$ cat src/rtl/host_network_interface.sv
// Root-side network interface: host commands become router flits, and per-PE FIN_COMP packets are gathered.
// Optional duplicate-FIN_COMP detection is compiled in when HOST_NI_DUP_CHECK_EN is defined.
`ifndef ROUTER_WIDTH
`define ROUTER_WIDTH 36
`endif
`ifndef ROUTER_INFO_CONFIG
`define ROUTER_INFO_CONFIG 4'h1
`endif
`ifndef ROUTER_INFO_CALC
`define ROUTER_INFO_CALC 4'h2
`endif
`ifndef ROUTER_INFO_FIN_COMP
`define ROUTER_INFO_FIN_COMP 4'h3
`endif
`ifndef ROUTER_FIFO_DEPTH
`define ROUTER_FIFO_DEPTH 4
`endif
`ifndef CREDIT_CNT_WIDTH
`define CREDIT_CNT_WIDTH 3
`endif

module host_network_interface #(
  parameter int         NUM_PE     = 16,
  parameter logic [7:0] BCAST_DEST = 8'hFF
) (
  input  logic                     clk,
  input  logic                     rst,
  input  logic                     cmd_valid,
  output logic                     cmd_ready,
  input  logic [1:0]               cmd_type,
  input  logic [7:0]               cmd_dest,
  input  logic [5:0]               cmd_addr,
  input  logic [15:0]              cmd_data,
  output logic                     out_data_valid,
  output logic [`ROUTER_WIDTH-1:0] out_data,
  input  logic                     downstream_credit,
  input  logic                     in_data_valid,
  input  logic [`ROUTER_WIDTH-1:0] in_data,
  output logic                     upstream_credit,
  output logic                     busy,
  output logic                     layer_done,
  output logic                     err_dup_fin
);
  localparam int            CW         = `CREDIT_CNT_WIDTH;
  localparam logic [CW-1:0] CREDIT_MAX = CW'(`ROUTER_FIFO_DEPTH);

  typedef enum logic [1:0] {IDLE = 2'd0, RUN = 2'd1, FIN = 2'd2} state_t;

  state_t                   state_r;
  logic [CW-1:0]            credit_r;
  logic [CW-1:0]            credit_next_s;
  logic [NUM_PE-1:0]        done_mask_r;
  logic [NUM_PE-1:0]        mask_set_s;
  logic [NUM_PE-1:0]        mask_next_s;
  logic                     accept_s;
  logic                     send_cmd_s;
  logic                     send_fin_s;
  logic                     send_s;
  logic                     fin_hit_s;
  logic [`ROUTER_WIDTH-1:0] cmd_flit_s;
  logic                     unused_s;

  assign cmd_ready = (state_r == IDLE) && (credit_r != CW'(0));
  assign busy      = (state_r != IDLE);
  assign unused_s  = ^in_data[31:8];

  // Command decode, credit arithmetic and completion-mask update.
  always_comb begin
    accept_s   = cmd_valid && cmd_ready;
    send_cmd_s = accept_s && (cmd_type != 2'b11);
    send_fin_s = (state_r == FIN) && (credit_r != CW'(0));
    send_s     = send_cmd_s || send_fin_s;
    case (cmd_type)
      2'b00:   cmd_flit_s = {`ROUTER_INFO_CONFIG, cmd_dest, 4'h0, cmd_addr[3:0], cmd_data};
      2'b01:   cmd_flit_s = {`ROUTER_INFO_CONFIG, cmd_dest, 1'b1, cmd_addr, 1'b0, cmd_data};
      2'b10:   cmd_flit_s = {`ROUTER_INFO_CALC, BCAST_DEST, 8'h00, 16'h0000};
      default: cmd_flit_s = {`ROUTER_WIDTH{1'b0}};
    endcase
    // A send and a returned credit in the same cycle cancel; the count saturates at the FIFO depth.
    if (send_s && !downstream_credit) begin
      credit_next_s = credit_r - CW'(1);
    end else if (!send_s && downstream_credit && (credit_r != CREDIT_MAX)) begin
      credit_next_s = credit_r + CW'(1);
    end else begin
      credit_next_s = credit_r;
    end
    fin_hit_s  = in_data_valid && (in_data[`ROUTER_WIDTH-1:32] == `ROUTER_INFO_FIN_COMP) && (state_r == RUN);
    mask_set_s = {NUM_PE{1'b0}};
    for (int i = 0; i < NUM_PE; i++) begin
      mask_set_s[i] = fin_hit_s && (in_data[7:0] == 8'(i));
    end
    mask_next_s = done_mask_r | mask_set_s;
  end

  // Registered FSM, credit counter and every output flit/strobe.
  always_ff @(posedge clk) begin
    if (rst) begin
      state_r         <= IDLE;
      credit_r        <= CREDIT_MAX;
      done_mask_r     <= {NUM_PE{1'b0}};
      out_data_valid  <= 1'b0;
      out_data        <= {`ROUTER_WIDTH{1'b0}};
      upstream_credit <= 1'b0;
      layer_done      <= 1'b0;
`ifdef HOST_NI_DUP_CHECK_EN
      err_dup_fin     <= 1'b0;
`endif
    end else begin
      credit_r        <= credit_next_s;
      upstream_credit <= in_data_valid;
      out_data_valid  <= send_s;
      layer_done      <= send_fin_s;
      case (state_r)
        IDLE: begin
          if (send_cmd_s) out_data <= cmd_flit_s;
          if (accept_s && (cmd_type == 2'b10)) state_r <= RUN;
        end
        RUN: begin
          done_mask_r <= mask_next_s;
          if (&mask_next_s) state_r <= FIN;
`ifdef HOST_NI_DUP_CHECK_EN
          if (|(mask_set_s & done_mask_r)) begin
            err_dup_fin <= 1'b1;
`ifndef SYNTHESIS
            $display("host_network_interface: duplicate FIN_COMP from PE %0d", in_data[7:0]);
`endif
          end
`endif
        end
        FIN: begin
          if (send_fin_s) begin
            out_data    <= {`ROUTER_INFO_FIN_COMP, BCAST_DEST, 8'h00, 16'h0000};
            done_mask_r <= {NUM_PE{1'b0}};
            state_r     <= IDLE;
          end
        end
        default: state_r <= IDLE;
      endcase
    end
  end

`ifndef HOST_NI_DUP_CHECK_EN
  assign err_dup_fin = 1'b0;
`endif

endmodule

$ cat config.mk
export PLATFORM = sky130hd
export DESIGN_NAME = host_network_interface
export DESIGN_NICKNAME = d
export VERILOG_FILES = /design/src/rtl/host_network_interface.sv
export SDC_FILE = /design/constraint.sdc
export NUM_CORES = 1
export LEC_CHECK = 0
export BUFFER_PORTS_ARGS = -buffer_cell sky130_fd_sc_hd__buf_4
export CORE_AREA = 5 5 91 93
export DETAILED_ROUTE_END_ITERATION = 10
export DIE_AREA = 0 0 96 98
export GPL_TIMING_DRIVEN = 0
export MAX_ROUTING_LAYER = met4
export PLACE_DENSITY = 0.73
export REMOVE_ABC_BUFFERS = 1
export SLEW_MARGIN = 25
export SYNTH_ARGS = -nofsm -noshare
export SYNTH_HDL_FRONTEND = slang
export SYNTH_SLANG_ARGS = --single-unit
$ cat constraint.sdc
create_clock -name clk -period 2.3 [get_ports clk]
set_input_delay 0.23 -clock clk [delete_from_list [all_inputs] [get_ports clk]]
set_output_delay 0.23 -clock clk [all_outputs]
set_load 0.005 [all_outputs]
## Yosys cells after proc, flatten, opt, wreduce, memory -nomap -nowiden

Index checks and enable logic that the tools add are counted.

- Add/sub/neg operators: 2
- Multiply operators: 0
- Divide/modulo/power cells: 0
- Order comparisons: 0
- Equality and inequality tests: 26
- Shifts and indexed selects: 0
- Muxes and demuxes: 12
- Bitwise gates (word level): 1
- Reduce and logical (&&, ||, !) cells: 41

Operators by type and width:

| operator | count |
|---|---|
| $pmux W34 S3 | 1 |
| $mux W36 | 2 |
| $pmux W36 S2 | 1 |
| $eq A8 B4 Y1 const B | 8 |
| $eq A8 B3 Y1 const B | 4 |
| $pmux W16 S2 | 1 |
| $logic_and A1 B1 Y1 | 26 |
| $eq A8 B2 Y1 const B | 2 |
| $mux W16 | 1 |
| $or A16 B16 Y16 | 1 |
| $reduce_and A16 Y1 | 1 |
| $eq A8 B1 Y1 const B | 1 |
| $logic_not A8 Y1 | 1 |
| $reduce_bool A2 Y1 | 4 |
| $mux W2 | 3 |
| $mux W3 | 2 |
| $ne A2 B2 Y1 const B | 3 |
| $pmux W2 S3 | 1 |
| $reduce_and A3 Y1 | 2 |
| $eq A2 B1 Y1 const B | 2 |
| $eq A2 B2 Y1 const B | 2 |
| $eq A4 B2 Y1 const B | 1 |
| $logic_not A2 Y1 | 2 |
| $ne A2 B1 Y1 const B | 2 |
| other kinds (7) | 8 |

- Bits in registers: 60
- Latch bits: 0
- Bits in writable memories: 0
- ROM bits: 0
- Bits of input ports: 73
- Output and inout bits: 42
- Memories kept: 0

## Longest topological paths before layout

Gate-level depths: netlist of the first run.

- Depth in word-level cells: 10
- Depth in mapped cells: 9

## Least setup slack after synthesis of the first run

OpenSTA, ideal clock, no wires.

- Path type: in2reg
- Start point: input port cmd_type[0]
- End point: register credit_r[2]
- Library setup time: 0.114 ns
- Arrival time: 2.004 ns
- Data required time: 2.186 ns
- Path slack: 0.182 ns
- Stages: 9
- Path buffers: 1
- Cell sequence: clkbuf_1 -> a21boi_1 -> o211ai_1 -> nor2_1 -> inv_1 -> fa_1 -> and2_1 -> a211o_1 -> a21o_1

- Word-level cells in the longest chain between the ends: 7

Ends and longest elaborated chain:

| item | RTL line | text |
|---|---|---|
| start, declared | 30 | `input logic [1:0] cmd_type,` |
| $ne A2 B2 Y1 (*) | 70 | `send_cmd_s = accept_s && (cmd_type != 2'b11);` |
| $logic_and A1 B1 Y1 (*) | 70 |  |
| $logic_or A1 B1 Y1 (*) | 72 | `send_s = send_cmd_s \|\| send_fin_s;` |
| $logic_not A1 Y1 | 82 | `end else if (!send_s && downstream_credit && (credit_r != CREDIT_MAX)) begin` |
| $logic_and A1 B1 Y1 (2 in series) | 82 |  |
| $reduce_bool A2 Y1 (no source line) | -- |  |
| end signal, assigned | 109 | `credit_r <= credit_next_s;` |
| end, declared | 50 | `logic [CW-1:0] credit_r;` |

Mark *: on every way between the ends. The rest lies on a longest branch, timed or not.
A chain may end at the register's enable or synchronous reset.

## Worst setup path in the final report of the first run

- Start point: register state_r[1]
- End point: register state_r[0]

- Word-level cells in the longest chain between the ends: 7

Ends and longest elaborated chain:

| item | RTL line | text |
|---|---|---|
| start, declared | 49 | `state_t state_r;` |
| start signal, assigned | 98 | `state_r <= IDLE;` |
| start signal, assigned | 116 | `if (accept_s && (cmd_type == 2'b10)) state_r <= RUN;` |
| start signal, assigned | 120 | `if (&mask_next_s) state_r <= FIN;` |
| $eq A2 B1 Y1 | 87, 113 |  |
| $logic_and A1 B1 Y1 | 87 | `` fin_hit_s = in_data_valid && (in_data[`ROUTER_WIDTH-1:32] == `ROUTER_INFO_FIN_COMP) && (state_r == RUN); `` |
| $logic_and A1 B1 Y1 | 90 | `mask_set_s[i] = fin_hit_s && (in_data[7:0] == 8'(i));` |
| $or A16 B16 Y16 | 92 | `mask_next_s = done_mask_r \| mask_set_s;` |
| $reduce_and A16 Y1 | 120 |  |
| $ne A2 B1 Y1 (no source line) | -- |  |
| $reduce_and A3 Y1 (no source line) | -- |  |

Several ways; a longest one is shown, not always the timed one.

==> metrics.cfg, run 1 <==
[status]
status = finished, final reports clean

[yosys]
ys_seq_area_frac = 0.460
synth_edf_count = 0
ys_warn_count = 0
ys.flop_type = dfxtp_1
syn_inst = 276
synthArstFlopShare = 0
avgSynthCellArea_sq_um = 9.15
syn_area_sq_um = 2520
ys_seq_elements = 58
ys_types = 50

[finish]
final_cell_mix = buf_4 (95), dfxtp_1 (58), nor2_1 (52), a22oi_1 (17)
drive_above_1_share = 0.332
layout_commonest_cell = buf_4
n_antenna_cell = 0
area_delta_synth_final_pct = 37.7
n_fill_cell = 746
layout.nets = 439

[clocking]
clk_latency_ps = 330
cts_tree = yes
clk_pin_slew_worst_paths_ps = 70
clockRootBuffer = clkbuf_8
htree_levels = 3
cts_buffer_depth = 2
numCtsBuffers = 9
clock-sinks = 58

[flow_run]
maxCapViolCount = 0

[sta]
slew_headroom = 0.562
clock.fmax_mhz = 449
maxSlewViolCount = 0
whs_ps = 111
worst_slack_ps = 74.5
clock_skew_ps = 12.2
finalCriticalPeriod_ps = 2230
hold_violations = 0
fin_tns_setup_ps = 0
setup_violations = 0
worst_pin_slew_ps = 655
post-route-period-util = 0.968

[worst_setup_path]
slowest_stage = nor4_4
slowest_delay_ps = 480
r2r_cells = 6
worstPathCellList = nand4bb_4 -> nor4_4 -> nand3_1 -> a311oi_1 -> nand4_1 -> o21a_1
crit_required_ps = 2530
critPathMaxFanout = 8
critical_path_class = flip-flop to flip-flop
end_kind = flip-flop
worst_ep_arrival_time_ps = 2460
crit_cells = 6
cp-start-kind = flip-flop
crit_family = simple AND/OR/NAND/NOR gates
cp_num_buf_inv = 0

[routing]
drcViolationCount = 0
drt_iter0_drc = 99
wire_per_inst_um = 13.6
drt_wl_total_um = 6430
dr.pass1.iters = 4
ant_nets = 0
via_count = 2350
vias_per_cell = 4.98

[placed_design]
preCtsSetupSlack_ps = -454
place.gp.congestion = 0.967
io_buffers = 87
hpwl_um = 4670

[pwr]
power_leakage_nw = 1.45
ir_drop_uv = 307
p_seq_frac = 0.489
p_total_mw = 2.20
p_per_area_nw_per_um2 = 632
p_clk_frac = 0.366
swShare = 0.260
p_sw_uw = 572
internal-power_mw = 1.63
p_comb_frac = 0.145

[global_routing]
grt_pass1_vias = 2345
antenna_found_initial = 0
grt_start_max_net_pins = 46
grt_remaining_overflow = 0
grt_pass1_wl_um = 10800
track_usage = 0.147

[min_path]
whs_path_depth = 2
hold_class = input port to flip-flop

[die]
dieArea_sq_um = 9410
core.rowCount = 32
ios = 115
initial_utilization = 0.339
die_h_um = 98
die_width_um = 96
coreArea_sq_um = 7450

==> what timing repair did <==
item,4_1_cts,5_1_grt
setup endpoints to repair,20,2
pin swaps,2,3
setup buffers,1,6
hold buffers,0,0
resized for setup,3,0
==> cells in the mapped netlist, drive strengths merged, types with 2 or more instances <==
library cell / count / area share
nor2b: 6 / 0.015
a22oi: 17 / 0.051
or3: 2 / 0.0050
nor2: 53 / 0.079
nand2b: 2 / 0.0050
mux2i: 4 / 0.016
a32oi: 4 / 0.014
buf: 6 / 0.017
nand2: 10 / 0.015
a31oi: 2 / 0.0050
inv: 6 / 0.0089
nor3: 17 / 0.034
dfxtp: 58 / 0.46
a22o: 16 / 0.055
or4b: 3 / 0.013
nand4: 3 / 0.0074
or2: 2 / 0.0050
a21oi: 9 / 0.018
o22ai: 2 / 0.0050
nand3: 5 / 0.0099
clkbuf: 13 / 0.019
a211oi: 3 / 0.0089
nor4: 9 / 0.046
nand4b: 2 / 0.0069
o41ai: 2 / 0.013
==> logic make-up (layout without fill, tap and decap cells) <==
family | after synthesis | count (layout) | share of synthesized area
mux | 4 | 4 | 0.0159
simple gates | 121 | 121 | 0.264
flops | 58 | 58 | 0.460
compound gates | 66 | 66 | 0.206
other cells | 1 | 3 | 0.00149
buf+inv | 25 | 117 | 0.0451
fa+ha+maj | 1 | 1 | 0.00793
==> final cells by class <==
class                   instances  area [sq um]  area share
well taps                     102           128      0.0367
clock inverters                 5          30.0     0.00864
multi-input cells             195          1280       0.368
repair buffers                 95           713       0.205
clock buffers                  11           141      0.0407
flip-flops and latches         58          1160       0.334
inverters                       6          22.5     0.00648
==> stage by stage <==
| stage | std cells | utilization | cell area [sq um] |
|---|---|---|---|
| finish | 472 | 0.467 | 3480 |
| CTS | 466 | 0.461 | 3430 |
| global placement | 448 | 0.433 | 3220 |
| detailed placement | 449 | 0.434 | 3230 |
| floorplan | 259 | - | 2440 |
| global route | 472 | 0.467 | 3480 |
==> state kept, by name, indices dropped and copies added, names as in the netlist <==
name	count
done_mask_r	16
credit_r	3
upstream_credit	1
out_data	34
out_data_valid	1
layer_done	1
state_r	2
==> per-layer routing <==
layer  wire length, um  GRT usage
met1              2740      0.184
met2              3120      0.217
met3               505     0.0478
met4                72     0.0635
met5                 0          -
==> path summary, 6_finish.rpt <==
check | startpoint | slack, ps | end
hold reg to reg | out_data[5]$_SDFFE_PP0P_ | 480 | out_data[5]$_SDFFE_PP0P_
setup / recovery | state_r[1]$_SDFFE_PP0P_ | 70 | state_r[0]$_SDFFE_PP0P_
hold / removal | cmd_data[5] | 110 | out_data[5]$_SDFFE_PP0P_
setup reg to reg | state_r[1]$_SDFFE_PP0P_ | 70 | state_r[0]$_SDFFE_PP0P_
==> power by group through the flow <==
stage	clock network, mW	registers (mW)	logic [mW]
2_1_floorplan	0	1.10	0.132
3_3_place_gp	0	1.09	0.308
3_5_place_dp	0	1.10	0.316
4_1_cts	0.833	1.08	0.321
5_1_grt	0.889	1.08	0.359
6_report	0.804	1.08	0.318
Power figures use the tool's default switching activity.
==> inputs of run 2 (changes only) <==
CORE_AREA = 5 5 84 102   (was 5 5 91 93)
DIE_AREA = 0 0 89 107   (was 0 0 96 98)
PLACE_DENSITY = 0.72   (was 0.73)
==> run 2 against run 1 <==
Die area up 1.2%. Routed wire length increased by 8.7%. Clock-buffer cell count fell by 1. First-iteration DRC count fell by 4.0%. Clock skew shrank 3.9 ps. Critical endpoint is now credit_r[2]$_SDFFE_PP1P_. Largest cell class unchanged. Highest routed layer unchanged.
==> metrics.cfg, run 2 (synthesis results as in run 1) <==
[sta]
hold_violations = 0
finalCriticalPeriod_ps = 2150
grt_setup_unrepaired = no
maxSlewViolCount = 0
slew_headroom = 0.565
worst_pin_slew_ps = 651
clock.fmax_mhz = 465
worst_slack_ps = 148
clock_skew_ps = 8.31
setup_violations = 0
post-route-period-util = 0.936

[routing]
drcViolationCount = 0
ant_nets = 0
wire_per_inst_um = 15.0
drt_iter0_drc = 95
via_count = 2454
vias_per_cell = 5.28
dr.pass1.iters = 4
drt_wl_total_um = 6990

[placed_design]
preCtsSetupSlack_ps = -437
io_buffers = 87
placed_area_sq_um = 3230
place.gp.congestion = 0.930
hpwl_um = 4980
dp_cells = 440

[global_routing]
grt_pass1_vias = 2419
antenna_found_initial = 0
grt_remaining_overflow = 0
grt_pass1_wl_um = 11200
grt_start_max_net_pins = 46
track_usage = 0.155

[finish]
n_fill_cell = 710
layout.nets = 442
stdcell_count = 465
regMostFlops = out_data
drive_above_1_share = 0.346
n_antenna_cell = 0
largestRegisters = out_data (34), done_mask_r (16), credit_r (3)
area_delta_synth_final_pct = 39.7
finalInstanceArea_sq_um = 3530
post-route-util = 0.471
final_cell_mix = buf_4 (95), dfxtp_1 (56), nor2_1 (52), a22oi_1 (17)
layout_commonest_cell = buf_4
largest_register_ffs = 34

[die]
die_h_um = 107
ios = 115
coreArea_sq_um = 7490
initial_utilization = 0.337
core.rowCount = 35
die_width_um = 89
dieArea_sq_um = 9520

[clocking]
clk_latency_ps = 340
clockRootBuffer = clkbuf_8
htree_levels = 3
cts_tree = yes
clk_pin_slew_worst_paths_ps = 70
cts_buffer_depth = 2
clock-sinks = 58
numCtsBuffers = 9

[worst_setup_path]
cp-start-kind = flip-flop
critical_path_class = flip-flop to flip-flop
slowest_stage = fa_1
critPathMaxFanout = 5
crit_required_ps = 2530
cp_num_buf_inv = 1
end_kind = flip-flop
slowest_delay_ps = 410
crit_family = compound AO/OA/AOI/OAI gates
worstPathCellList = or3_1 -> o211ai_1 -> nor2_1 -> inv_1 -> fa_1 -> and2_1 -> a211o_1 -> a21o_1
worst_ep_arrival_time_ps = 2390

[pwr]
p_total_mw = 2.30
p_per_area_nw_per_um2 = 652
power_leakage_nw = 1.48
ir_drop_uv = 320

[min_path]
hold_class = input port to flip-flop

[flow_run]
maxCapViolCount = 0

[status]
status = finished, final reports clean

## run 2: changes by cell type in the layout (fill, tap and decap cells not counted), sizes merged
cell	before	now
clkbuf	11	10
buf	95	97
nand4bb	1	2
bufinv	0	1
clkinv	3	4
clkinvlp	2	1
## run 2: what timing repair did
action | CTS | global route
hold buffers | 0 | 0
endpoints found under the setup margin | 2 | 20
pin swaps | 1 | 9
gates resized for setup | 2 | 4
cloned | 0 | 1
setup buffers | 0 | 8
## run 2: path summary, 6_finish.rpt
path                        startpoint                         to  slack [ps]  depth (start not counted)
max reg2reg   credit_r[2]$_SDFFE_PP1P_   credit_r[2]$_SDFFE_PP1P_         150                          8
min                       cmd_data[12]  out_data[12]$_SDFFE_PP0P_         100                          2
min reg2reg  out_data[10]$_SDFFE_PP0P_  out_data[10]$_SDFFE_PP0P_         480                          1
max           credit_r[2]$_SDFFE_PP1P_   credit_r[2]$_SDFFE_PP1P_         150                          8
## run 2: layer usage
metal | global-route usage | routed length (um) | up-vias | part of all wire
li1 | - | - | 1205 | -
met1 | 0.174 | 2850 | 1134 | 0.41
met2 | 0.230 | 3250 | 105 | 0.46
met3 | 0.0738 | 748 | 10 | 0.11
met4 | 0.0755 | 148 | 0 | 0.021
met5 | - | 0 | - | 0
## run 2: cell type report
| class | count | area (sq um) | share of cell area |
|---|---|---|---|
| well taps | 92 | 115 | 0.0326 |
| repair buffers | 97 | 738 | 0.209 |
| clock buffers | 10 | 128 | 0.0362 |
| inverters | 6 | 22.5 | 0.00639 |
| clock inverters | 6 | 57.6 | 0.0163 |
| flip-flops and latches | 58 | 1160 | 0.330 |
| multi-input cells | 196 | 1300 | 0.369 |
## run 2: power breakdown
part	total (mW)	switching (mW)	internal, mW	leakage (nW)
clock	0.888	0.395	0.492	0.0958
combinational	0.335	0.164	0.171	0.911
sequential	1.08	0.0272	1.05	0.473
## run 2: metrics by stage
step | hold slack, ps | setup TNS, ps
after global placement | 439 | -7910
after CTS | 77.9 | 0
after detailed placement | 445 | -824
after global routing | 85.8 | 0
final | 102 | 0
after floorplan | 302 | -10.4
## run 2: worst reg2reg max path, delay by kind of cell, from the launching register on
family | cells | cell delay [ps]
buf+inv | 1 | 90
compound gates | 3 | 600
flops | 1 | 390
simple gates | 3 | 560
fa+ha+maj | 1 | 410
